### src/rtl/riscv_defines.sv
// Shared definitions for the core datapath.
// Holds the string-operation codes used by riscv_str_ops and its sequencer,
// the sequencer state encoding, and the sequencer default word limit.
package riscv_defines;

  // Operation codes understood by riscv_str_ops
  localparam int                    STR_OP_WIDTH = 2;
  localparam logic [STR_OP_WIDTH-1:0] STR_OP_COPY  = 2'd0;
  localparam logic [STR_OP_WIDTH-1:0] STR_OP_UPPER = 2'd1;
  localparam logic [STR_OP_WIDTH-1:0] STR_OP_LOWER = 2'd2;
  localparam logic [STR_OP_WIDTH-1:0] STR_OP_SWAP  = 2'd3;

  // Default word limit for one string command
  localparam int STR_SEQ_MAX_WORDS = 256;

  typedef enum logic [2:0] {
    STR_SEQ_IDLE,
    STR_SEQ_RD_REQ,
    STR_SEQ_RD_WAIT,
    STR_SEQ_SCAN,
    STR_SEQ_WR_REQ,
    STR_SEQ_WR_WAIT,
    STR_SEQ_DONE
  } str_seq_state_e;

endpackage

### src/rtl/riscv_str_ops_seq.sv
// Multi-cycle string-op sequencer.
// Walks a NUL-terminated string one 32-bit word at a time: reads a word,
// presents it to riscv_str_ops, and writes the result back with byte enables
// covering only the bytes before the terminator.
//
// Ports:
//   clk, rst_n          core clock, asynchronous active-low reset
//   start_i             command strobe (accepted only when idle)
//   operator_i, addr_i  operation and string base (bits [1:0] ignored)
//   busy_o, done_o      command in flight / one-cycle completion pulse
//   err_o, limit_o      bus error / word limit reached (held until next accept)
//   count_o             words written back (held until next accept)
//   data_*              dedicated data-memory port (req/gnt/rvalid protocol)
//   strop_*             connection to the riscv_str_ops unit
module riscv_str_ops_seq
  import riscv_defines::*;
#(
  parameter int MAX_WORDS = STR_SEQ_MAX_WORDS,
  parameter int CNT_WIDTH = 16
) (
  input  logic                    clk,
  input  logic                    rst_n,
  input  logic                    start_i,
  input  logic [STR_OP_WIDTH-1:0] operator_i,
  input  logic [31:0]             addr_i,
  output logic                    busy_o,
  output logic                    done_o,
  output logic                    err_o,
  output logic                    limit_o,
  output logic [CNT_WIDTH-1:0]    count_o,
  output logic                    data_req_o,
  input  logic                    data_gnt_i,
  input  logic                    data_rvalid_i,
  input  logic                    data_err_i,
  output logic [31:0]             data_addr_o,
  output logic                    data_we_o,
  output logic [3:0]              data_be_o,
  output logic [31:0]             data_wdata_o,
  input  logic [31:0]             data_rdata_i,
  output logic                    strop_en_o,
  output logic [STR_OP_WIDTH-1:0] strop_operator_o,
  output logic [31:0]             strop_operand_o,
  input  logic [31:0]             strop_result_i
);

  // Byte enables for the bytes that precede the first NUL (byte 0 first).
  // All ones means no NUL in the word; all zeros means NUL in byte 0.
  function automatic logic [3:0] nul_be(input logic [31:0] word);
    logic [3:0] be;
    logic       found;
    be    = 4'h0;
    found = 1'b0;
    for (int i = 0; i < 4; i++) begin
      if (!found) begin
        if (word[8*i +: 8] == 8'h00) found = 1'b1;
        else                         be[i] = 1'b1;
      end
    end
    return be;
  endfunction

  str_seq_state_e          state_q, state_d;
  logic [STR_OP_WIDTH-1:0] op_q;
  logic [31:0]             addr_q;
  logic [31:0]             operand_q;
  logic [3:0]              be_q;
  logic [CNT_WIDTH-1:0]    count_q;
  logic [CNT_WIDTH-1:0]    count_inc;
  logic                    err_q;
  logic                    limit_q;
  logic                    addr_lsb_unused;

  // The base is forced to a word boundary, so the low address bits are dropped
  assign addr_lsb_unused = ^addr_i[1:0];
  assign count_inc       = count_q + CNT_WIDTH'(1);

  // State register and command context
  always_ff @(posedge clk or negedge rst_n) begin
    if (!rst_n) begin
      state_q   <= STR_SEQ_IDLE;
      op_q      <= '0;
      addr_q    <= '0;
      operand_q <= '0;
      be_q      <= '0;
      count_q   <= '0;
      err_q     <= 1'b0;
      limit_q   <= 1'b0;
    end else begin
      state_q <= state_d;
      case (state_q)
        STR_SEQ_IDLE: begin
          if (start_i) begin
            op_q    <= operator_i;
            addr_q  <= {addr_i[31:2], 2'b00};
            count_q <= '0;
            err_q   <= 1'b0;
            limit_q <= 1'b0;
          end
        end
        STR_SEQ_RD_WAIT: begin
          if (data_rvalid_i) begin
            // An errored read leaves the previous operand in place
            if (data_err_i) err_q     <= 1'b1;
            else            operand_q <= data_rdata_i;
          end
        end
        STR_SEQ_SCAN: be_q <= nul_be(operand_q);
        STR_SEQ_WR_WAIT: begin
          if (data_rvalid_i) begin
            if (data_err_i) begin
              err_q <= 1'b1;
            end else begin
              count_q <= count_inc;
              // A full word means the string continues past this word
              if (be_q == 4'hF) begin
                if (count_inc == CNT_WIDTH'(MAX_WORDS)) limit_q <= 1'b1;
                else                                   addr_q  <= addr_q + 32'd4;
              end
            end
          end
        end
        default: ;
      endcase
    end
  end

  // Next state and memory-port drive
  always_comb begin
    state_d      = state_q;
    data_req_o   = 1'b0;
    data_we_o    = 1'b0;
    data_be_o    = 4'h0;
    data_wdata_o = 32'h0;
    strop_en_o   = 1'b0;
    case (state_q)
      STR_SEQ_IDLE: if (start_i) state_d = STR_SEQ_RD_REQ;
      STR_SEQ_RD_REQ: begin
        data_req_o = 1'b1;
        data_be_o  = 4'hF;
        if (data_gnt_i) state_d = STR_SEQ_RD_WAIT;
      end
      STR_SEQ_RD_WAIT: begin
        if (data_rvalid_i) state_d = data_err_i ? STR_SEQ_DONE : STR_SEQ_SCAN;
      end
      STR_SEQ_SCAN: begin
        state_d = (nul_be(operand_q) == 4'h0) ? STR_SEQ_DONE : STR_SEQ_WR_REQ;
      end
      STR_SEQ_WR_REQ: begin
        // Operand and operator are registered, so the result is stable until gnt
        data_req_o   = 1'b1;
        data_we_o    = 1'b1;
        data_be_o    = be_q;
        data_wdata_o = strop_result_i;
        strop_en_o   = 1'b1;
        if (data_gnt_i) state_d = STR_SEQ_WR_WAIT;
      end
      STR_SEQ_WR_WAIT: begin
        if (data_rvalid_i) begin
          if (data_err_i || be_q != 4'hF)              state_d = STR_SEQ_DONE;
          else if (count_inc == CNT_WIDTH'(MAX_WORDS)) state_d = STR_SEQ_DONE;
          else                                         state_d = STR_SEQ_RD_REQ;
        end
      end
      STR_SEQ_DONE: state_d = STR_SEQ_IDLE;
      default:      state_d = STR_SEQ_IDLE;
    endcase
  end

  assign busy_o           = (state_q != STR_SEQ_IDLE) && (state_q != STR_SEQ_DONE);
  assign done_o           = (state_q == STR_SEQ_DONE);
  assign err_o            = err_q;
  assign limit_o          = limit_q;
  assign count_o          = count_q;
  assign data_addr_o      = addr_q;
  assign strop_operator_o = op_q;
  assign strop_operand_o  = operand_q;

endmodule

### config.mk
export PLATFORM = sky130hd
export DESIGN_NAME = riscv_str_ops_seq
export DESIGN_NICKNAME = d
export VERILOG_FILES = /design/src/rtl/riscv_defines.sv /design/src/rtl/riscv_str_ops_seq.sv
export SDC_FILE = /design/constraint.sdc
export NUM_CORES = 1
export LEC_CHECK = 0
export BUFFER_PORTS_ARGS = -buffer_cell sky130_fd_sc_hd__buf_2
export CAP_MARGIN = 20
export CORE_MARGIN = 3
export CORE_UTILIZATION = 30
export DETAILED_ROUTE_END_ITERATION = 8
export PLACE_DENSITY = 0.53
export SLEW_MARGIN = 20
export SYNTH_ARGS = -nofsm -noshare
export SYNTH_HDL_FRONTEND = slang
export SYNTH_SLANG_ARGS = --single-unit
export TNS_END_PERCENT = 20
### constraint.sdc
create_clock -name clk -period 2.6 [get_ports clk]
set_clock_uncertainty 0.1 [all_clocks]
set_input_delay 0 -clock clk [delete_from_list [all_inputs] [get_ports clk]]
set_output_delay 0 -clock clk [all_outputs]
set_load 0.02 [all_outputs]
==> results of run 1 <==
[flip-flops by register name (all words and copies together), names as in the netlist]
| signal | count |
|---|---|
| strop_operand_o | 32 |
| count_o | 16 |
| limit_o | 1 |
| data_addr_o | 30 |
| state_q | 3 |
| err_o | 1 |
| strop_operator_o | 2 |
| be_q | 4 |
[layout by cell type, fill, tap and decap left out, drive strengths merged, types with 3 or more instances in the layout]
| cell | synthesis | routed |
|---|---|---|
| nor4 | 23 | 23 |
| nor2b | 6 | 6 |
| mux2i | 4 | 4 |
| o31a | 6 | 6 |
| clkbuf | 30 | 11 |
| nand3 | 24 | 24 |
| inv | 6 | 8 |
| o41ai | 3 | 3 |
| nor2 | 27 | 27 |
| dlygate4sd3 | 0 | 70 |
| o211ai | 12 | 12 |
| and4 | 4 | 4 |
| mux2 | 35 | 35 |
| o21ai | 38 | 38 |
| a211oi | 6 | 6 |
| a21o | 3 | 3 |
| and3 | 43 | 43 |
| or3 | 3 | 3 |
| a31oi | 8 | 8 |
| dfrtp | 89 | 89 |
| nor3 | 21 | 21 |
| buf | 11 | 265 |
| o31ai | 5 | 5 |
| a21oi | 31 | 31 |
| and2 | 8 | 8 |
| nand4 | 12 | 12 |
| o22ai | 7 | 7 |
| or2 | 3 | 3 |
| nand2 | 66 | 66 |
[per-layer routing]
layer  wire length, microns  vias to the layer above  track usage
li1                       -                     2750            -
met1                   8040                     2741        0.243
met2                   8720                      223        0.298
met3                   1350                       22       0.0452
met4                    291                        0       0.0571
met5                      0                        -            0
[final cells by class]
class,instances,area [sq um],area share
Clock inverter,5,38.8,0.00500
Multi-Input combinational cell,435,2790,0.360
Tap cell,220,275,0.0355
Inverter,6,22.5,0.00291
Sequential cell,89,2230,0.287
Timing Repair Buffer,335,2160,0.278
Clock buffer,11,243,0.0313
[kinds of logic after synthesis]
logic type      Yosys count
other cells               1
buf+inv                  47
fa+ha+maj                 2
flops                    89
compound gates          138
simple gates            249
xor+xnor                  4
mux                      39
[final timing paths]
check / slack, ns / startpoint / endpoint / cells after the start
setup / recovery: 0.06 / count_o[1] / data_addr_o[17] / 8
max in group asynchronous: 1.58 / rst_n / strop_operand_o[5] / 3
hold reg to reg: 0.37 / strop_operator_o[0] / strop_operator_o[0] / 2
min in group clk: 0.25 / strop_result_i[6] / data_wdata_o[6] / 3
setup reg to reg: 0.06 / count_o[1] / data_addr_o[17] / 8
hold / removal: 0.15 / rst_n / count_o[3] / 2
[what timing repair did]
action / 4_1_cts / 5_1_grt
gates cloned: 0 / 1
pin swaps: 0 / 2
resized for setup: 1 / 10
endpoints found under the setup margin: 3 / 28
hold endpoints to repair: 118 / 0
buffers inserted: 0 / 1
hold buffers: 70 / 0
[power by group through the flow]
stage | registers (uW) | clock network, uW | logic, uW
detailed placement | 2530 | 0 | 3520
finish | 2530 | 1280 | 3630
global route | 2600 | 1370 | 3960
CTS | 2510 | 1310 | 3630
global placement | 2510 | 0 | 3460
floorplan | 2980 | 0 | 1700
[stage by stage]
step                      instances  setup WS [ns]
after global placement         1013         0.0559
after detailed placement       1013        -0.0283
final                          1101         0.0597
after global routing           1101        -0.0529
after CTS                      1099        0.00407
after floorplan                 570          0.147
[synth_stat cells (3+ instances only)]
cell type and n:
mux2_2 35, nor2_1 27, a31oi_1 8, and2_1 7, nor4_1 22, a211oi_1 6, and4_1 4, a21oi_1 31
and3_1 43, dfrtp_1 89, nand2_1 66, o41ai_1 3, a21o_1 3, o211ai_1 12, or2_2 3, clkbuf_1 29
o21ai_1 4, nand4_1 11, nand3_1 23, o21ai_0 34, buf_2 5, nor3_1 21, o31ai_1 5, nor2b_1 6
o22ai_1 7, or3_1 3, inv_1 6, o31a_1 6, buf_4 3, mux2i_1 4
[worst max-delay path, delay by kind of cell, from the launching register on]
family | cells | cell delay, ns
AO/OA/AOI/OAI | 4 | 1.07
flip-flops | 1 | 0.42
buffers and inverters | 1 | 0.17
AND/OR/NAND/NOR | 2 | 0.44
adder cells (fa/ha/maj) | 1 | 0.24
==> results.cfg, run 1 <==
[final_layout]
finish.instance_area_sq_mm = 0.00775
insertedDiodeCount = 0
n_fill_cell = 1582
syn2layout_area_growth_pct = 50.5
nets = 982
fin_util = 0.464
drive_above_1_share = 0.378

[synth]
ys_ff_latch = 89
yosysTopAreaCell = dfrtp_1
synth_top_family_by_area = simple AND/OR/NAND/NOR gates
muxShareOfSynthArea = 0.0843
synth_warnings = 0
synth_flop_cell = dfrtp_1
async_reset_ff_frac = 1.00
synth-edff-count = 0
yosysUniqueCellTypes = 60
syn_area_sq_mm = 0.00515
synth.avg_cell_area_sq_um = 9.05
synth-xor-area-share = 0.00680
seq_area_frac_synth = 0.432
synth_compound_area_frac = 0.172
synth_adder_area_share = 0.00486
yosys.area_share.simple = 0.260
syn_inst = 569
synth_top_area_frac = 0.432
synth.area.top_cells = dfrtp_1 43%, mux2_2 7.7%, and3_1 5.2%

[timing]
hold_viol = 0
fin_crit_ns = 2.54
tns_ns = 0
slew_headroom = 0.520
final_max_slew_viol_count = 0
tightest_slew_ns = 0.721
rsz0062_at_grt = true
finalSetupViolCount = 0
whs_ns = 0.154
finalCritPeriodShare = 0.977
max_freq_mhz = 394

[critical_path]
criticalPathCategory = reg -> reg
path_cells = ha_2 > nand2_1 > buf_4 > a211oi_1 > o22ai_2 > a41o_2 > or3_1 > a211oi_1
worstSetupEndpointType = register
crit_required_ns = 2.77
worstPathArrival_ns = 2.71
slowest_stage = dfrtp_1
cp_common_cell = a211oi_1
worstPathMaxFanout = 7
startpoint_type = register
critPathMaxStageDelay_ns = 0.42

[global_route]
grt.overflow.total = 0
grt_pass1_vias = 5464
grt_pass1_wl_microns = 27800
antenna_found_initial = 0
grt_max_degree = 52
grt_usage = 0.184

[clock_network]
cts_tree = built
numClockSinks = 89
path_clk_slew_ns = 0.07
numCtsBuffers = 9
h-tree-depth = 3
cts_root_buf = clkbuf_16
clock_latency_ns = 0.35
clock_path_buffers = 2

[route]
drc = 0
first_pass_iters = 4
vias = 5736
drt_iter0_drc = 281
wl_per_cell_microns = 16.7
via_per_inst = 5.21
ant_nets = 0
totalWireLength_microns = 18400

[die]
rows = 47
core_area_sq_mm = 0.0167
initial_core_util = 0.308
dieArea_sq_mm = 0.0188
die_x_microns = 137
pin_count = 229
die_h_microns = 137

[outcome]
outcome = finished, final reports clean

[pwr]
p_per_area_mw_per_mm2 = 960
vdd_drop_max_uv = 561
p_sw_uw = 3420
p_leak_uw = 0.00375
power_uw = 7440
p_clk_frac = 0.173
share_comb_of_total_power = 0.488
seq_power_share = 0.340
p_sw_frac = 0.460
p_int_uw = 4020

[placement]
gp_congestion = 0.875
port_buffers = 224
dpl_cell_area_sq_mm = 0.00670
dp_hpwl_microns = 12700

[flow_run]
drv_cap = 0

[worst_hold_path]
hold_path.class = in -> async
(Power assumes the default switching activity.)
==> run 2, diff against run 1 <==
- CORE_ASPECT_RATIO: unset -> 0.7
==> run 2 against run 1 <==
Hold slack got worse by 0.061 ns. Core utilization fell by 0.11 points. Non-clock buffer count fell by 10. Combinational power barely moved. Critical endpoint unchanged. Sequential share of layout area rose by 0.28 points. Routed wire length fell by 3.8%. Total power rose by 0.63%. Flip-flop and latch count did not move. Via count fell by 0.44%. Critical path type unchanged.
==> results.cfg, run 2 (synthesis results as in run 1) <==
[outcome]
outcome = finished, final reports clean

[final_layout]
insertedDiodeCount = 0
layout_common_cells = 223 x buf_2, 88 x dfrtp_1, 70 x dlygate4sd3_1
n_fill_cell = 1618
mostFrequentLayoutCell = buf_2
largest_reg_flops = 32
drive_above_1_share = 0.366
nets = 971
syn2layout_area_growth_pct = 49.1

[critical_path]
r2r_end = data_addr_o[17]
path_cells = ha_1 > and4bb_2 > a31oi_1 > o22ai_1 > a41o_1 > buf_12 > or3_1 > a211oi_1
startpoint_type = register
ff2ff_setup_slack_ns = 0.1
criticalPathCategory = reg -> reg
crit_required_ns = 2.75
rr_startpoint = count_o[0]
endpoint = data_addr_o[17]
worstSetupEndpointType = register
slowest_stage = dfrtp_2
worstPathArrival_ns = 2.65
worstPathMaxFanout = 26
ff2ff_path_depth = 8
critPathMaxStageDelay_ns = 0.44
worstSetupStartpoint = count_o[0]

[timing]
slew_headroom = 0.404
whs_ns = 0.0936
tns_ns = 0
fin_crit_ns = 2.50
finalCritPeriodShare = 0.963
final_max_slew_viol_count = 0
fin_ws_ns = 0.0967
tightest_slew_ns = 0.891
hold_viol = 0
finalSetupViolCount = 0
max_freq_mhz = 399

[global_route]
grt_pass1_wl_microns = 28400
grt.overflow.total = 0
antenna_found_initial = 2
grt_pass1_vias = 5560
grt_usage = 0.186
grt_max_degree = 53

[route]
drt_iter0_drc = 413
totalWireLength_microns = 17700
first_pass_iters = 4
ant_nets = 0
via_per_inst = 5.22
drc = 0
vias = 5711
wl_per_cell_microns = 16.2

[die]
pin_count = 229
core_area_sq_mm = 0.0166
dieArea_sq_mm = 0.0188
initial_core_util = 0.310
die_h_microns = 116
rows = 39
die_x_microns = 163

[clock_network]
numCtsBuffers = 9
h-tree-depth = 3
numClockSinks = 89
clock_path_buffers = 2
cts_root_buf = clkbuf_16
path_clk_slew_ns = 0.07
clock_latency_ns = 0.34
cts_tree = built

[pwr]
p_per_area_mw_per_mm2 = 975
vdd_drop_max_uv = 450
power_uw = 7490
p_leak_uw = 0.00371

[placement]
place_ws_ns = 0.0563
gp_congestion = 0.886
port_buffers = 224
dp_hpwl_microns = 12700

[flow_run]
drv_cap = 0

[worst_hold_path]
hold_path.class = in -> async
[run 2: cell count changes in the layout (fill, tap and decap cells not counted), sizes merged]
cell      change
clkinvlp      +1
inv           -2
clkinv        -1
bufinv        +2
a41o          -1
buf          -10
[run 2: layout make-up]
class,count,area (sq um),area share
Clock buffer,11,233,0.0303
Tap cell,225,282,0.0366
Sequential cell,89,2230,0.290
Inverter,6,22.5,0.00293
Clock inverter,5,80.1,0.0104
Multi-Input combinational cell,434,2760,0.359
Timing Repair Buffer,325,2080,0.271
[run 2: critical path, delay by kind of cell, from the launching register on]
family                     cells  cell delay [ns]
DFF                            1             0.44
buffers and inverters          1             0.17
AOI/OAI and AO/OA              4             0.87
adders and majority gates      1             0.24
and+or+nand+nor                2             0.58
[run 2: through the flow]
step                      utilization  cells  area [sq um]
after floorplan                     -    570          5150
after global placement          0.399   1006          6620
after detailed placement        0.399   1006          6620
after CTS                       0.460   1092          7630
after global routing            0.463   1095          7680
final                           0.463   1095          7680
[run 2: repair_timing]
item | in CTS | in global routing
gates resized for setup | 0 | 5
setup endpoints to repair | 0 | 31
endpoints found under the hold margin | 105 | 0
hold buffers | 70 | 0
buffers inserted | 0 | 3
[run 2: worst min path at each step]
| stage | startpoint | to | slack (ns) | depth (start not counted) |
|---|---|---|---|---|
| 2_1_floorplan | rst_n | be_q[0] | -0.40 | 0 |
| 3_3_place_gp | rst_n | count_o[11] | -0.08 | 1 |
| 5_1_grt | rst_n | count_o[15] | 0.15 | 2 |
| 3_5_place_dp | rst_n | count_o[7] | -0.08 | 1 |
| 6_report | rst_n | count_o[15] | 0.09 | 2 |
| 4_1_cts | rst_n | count_o[14] | 0.11 | 2 |
[run 2: per-layer routing]
metal,up-vias,track usage,wire [microns]
met5,-,0,26
met4,4,0.0462,226
met3,20,0.0472,1080
met2,202,0.309,8490
met1,2763,0.244,7870
li1,2722,-,-
[run 2: report_power, final]
part | switching (uW) | total, uW | internal (uW)
sequential | 570 | 2500 | 1930
combinational | 2220 | 3610 | 1390
clock | 538 | 1380 | 841
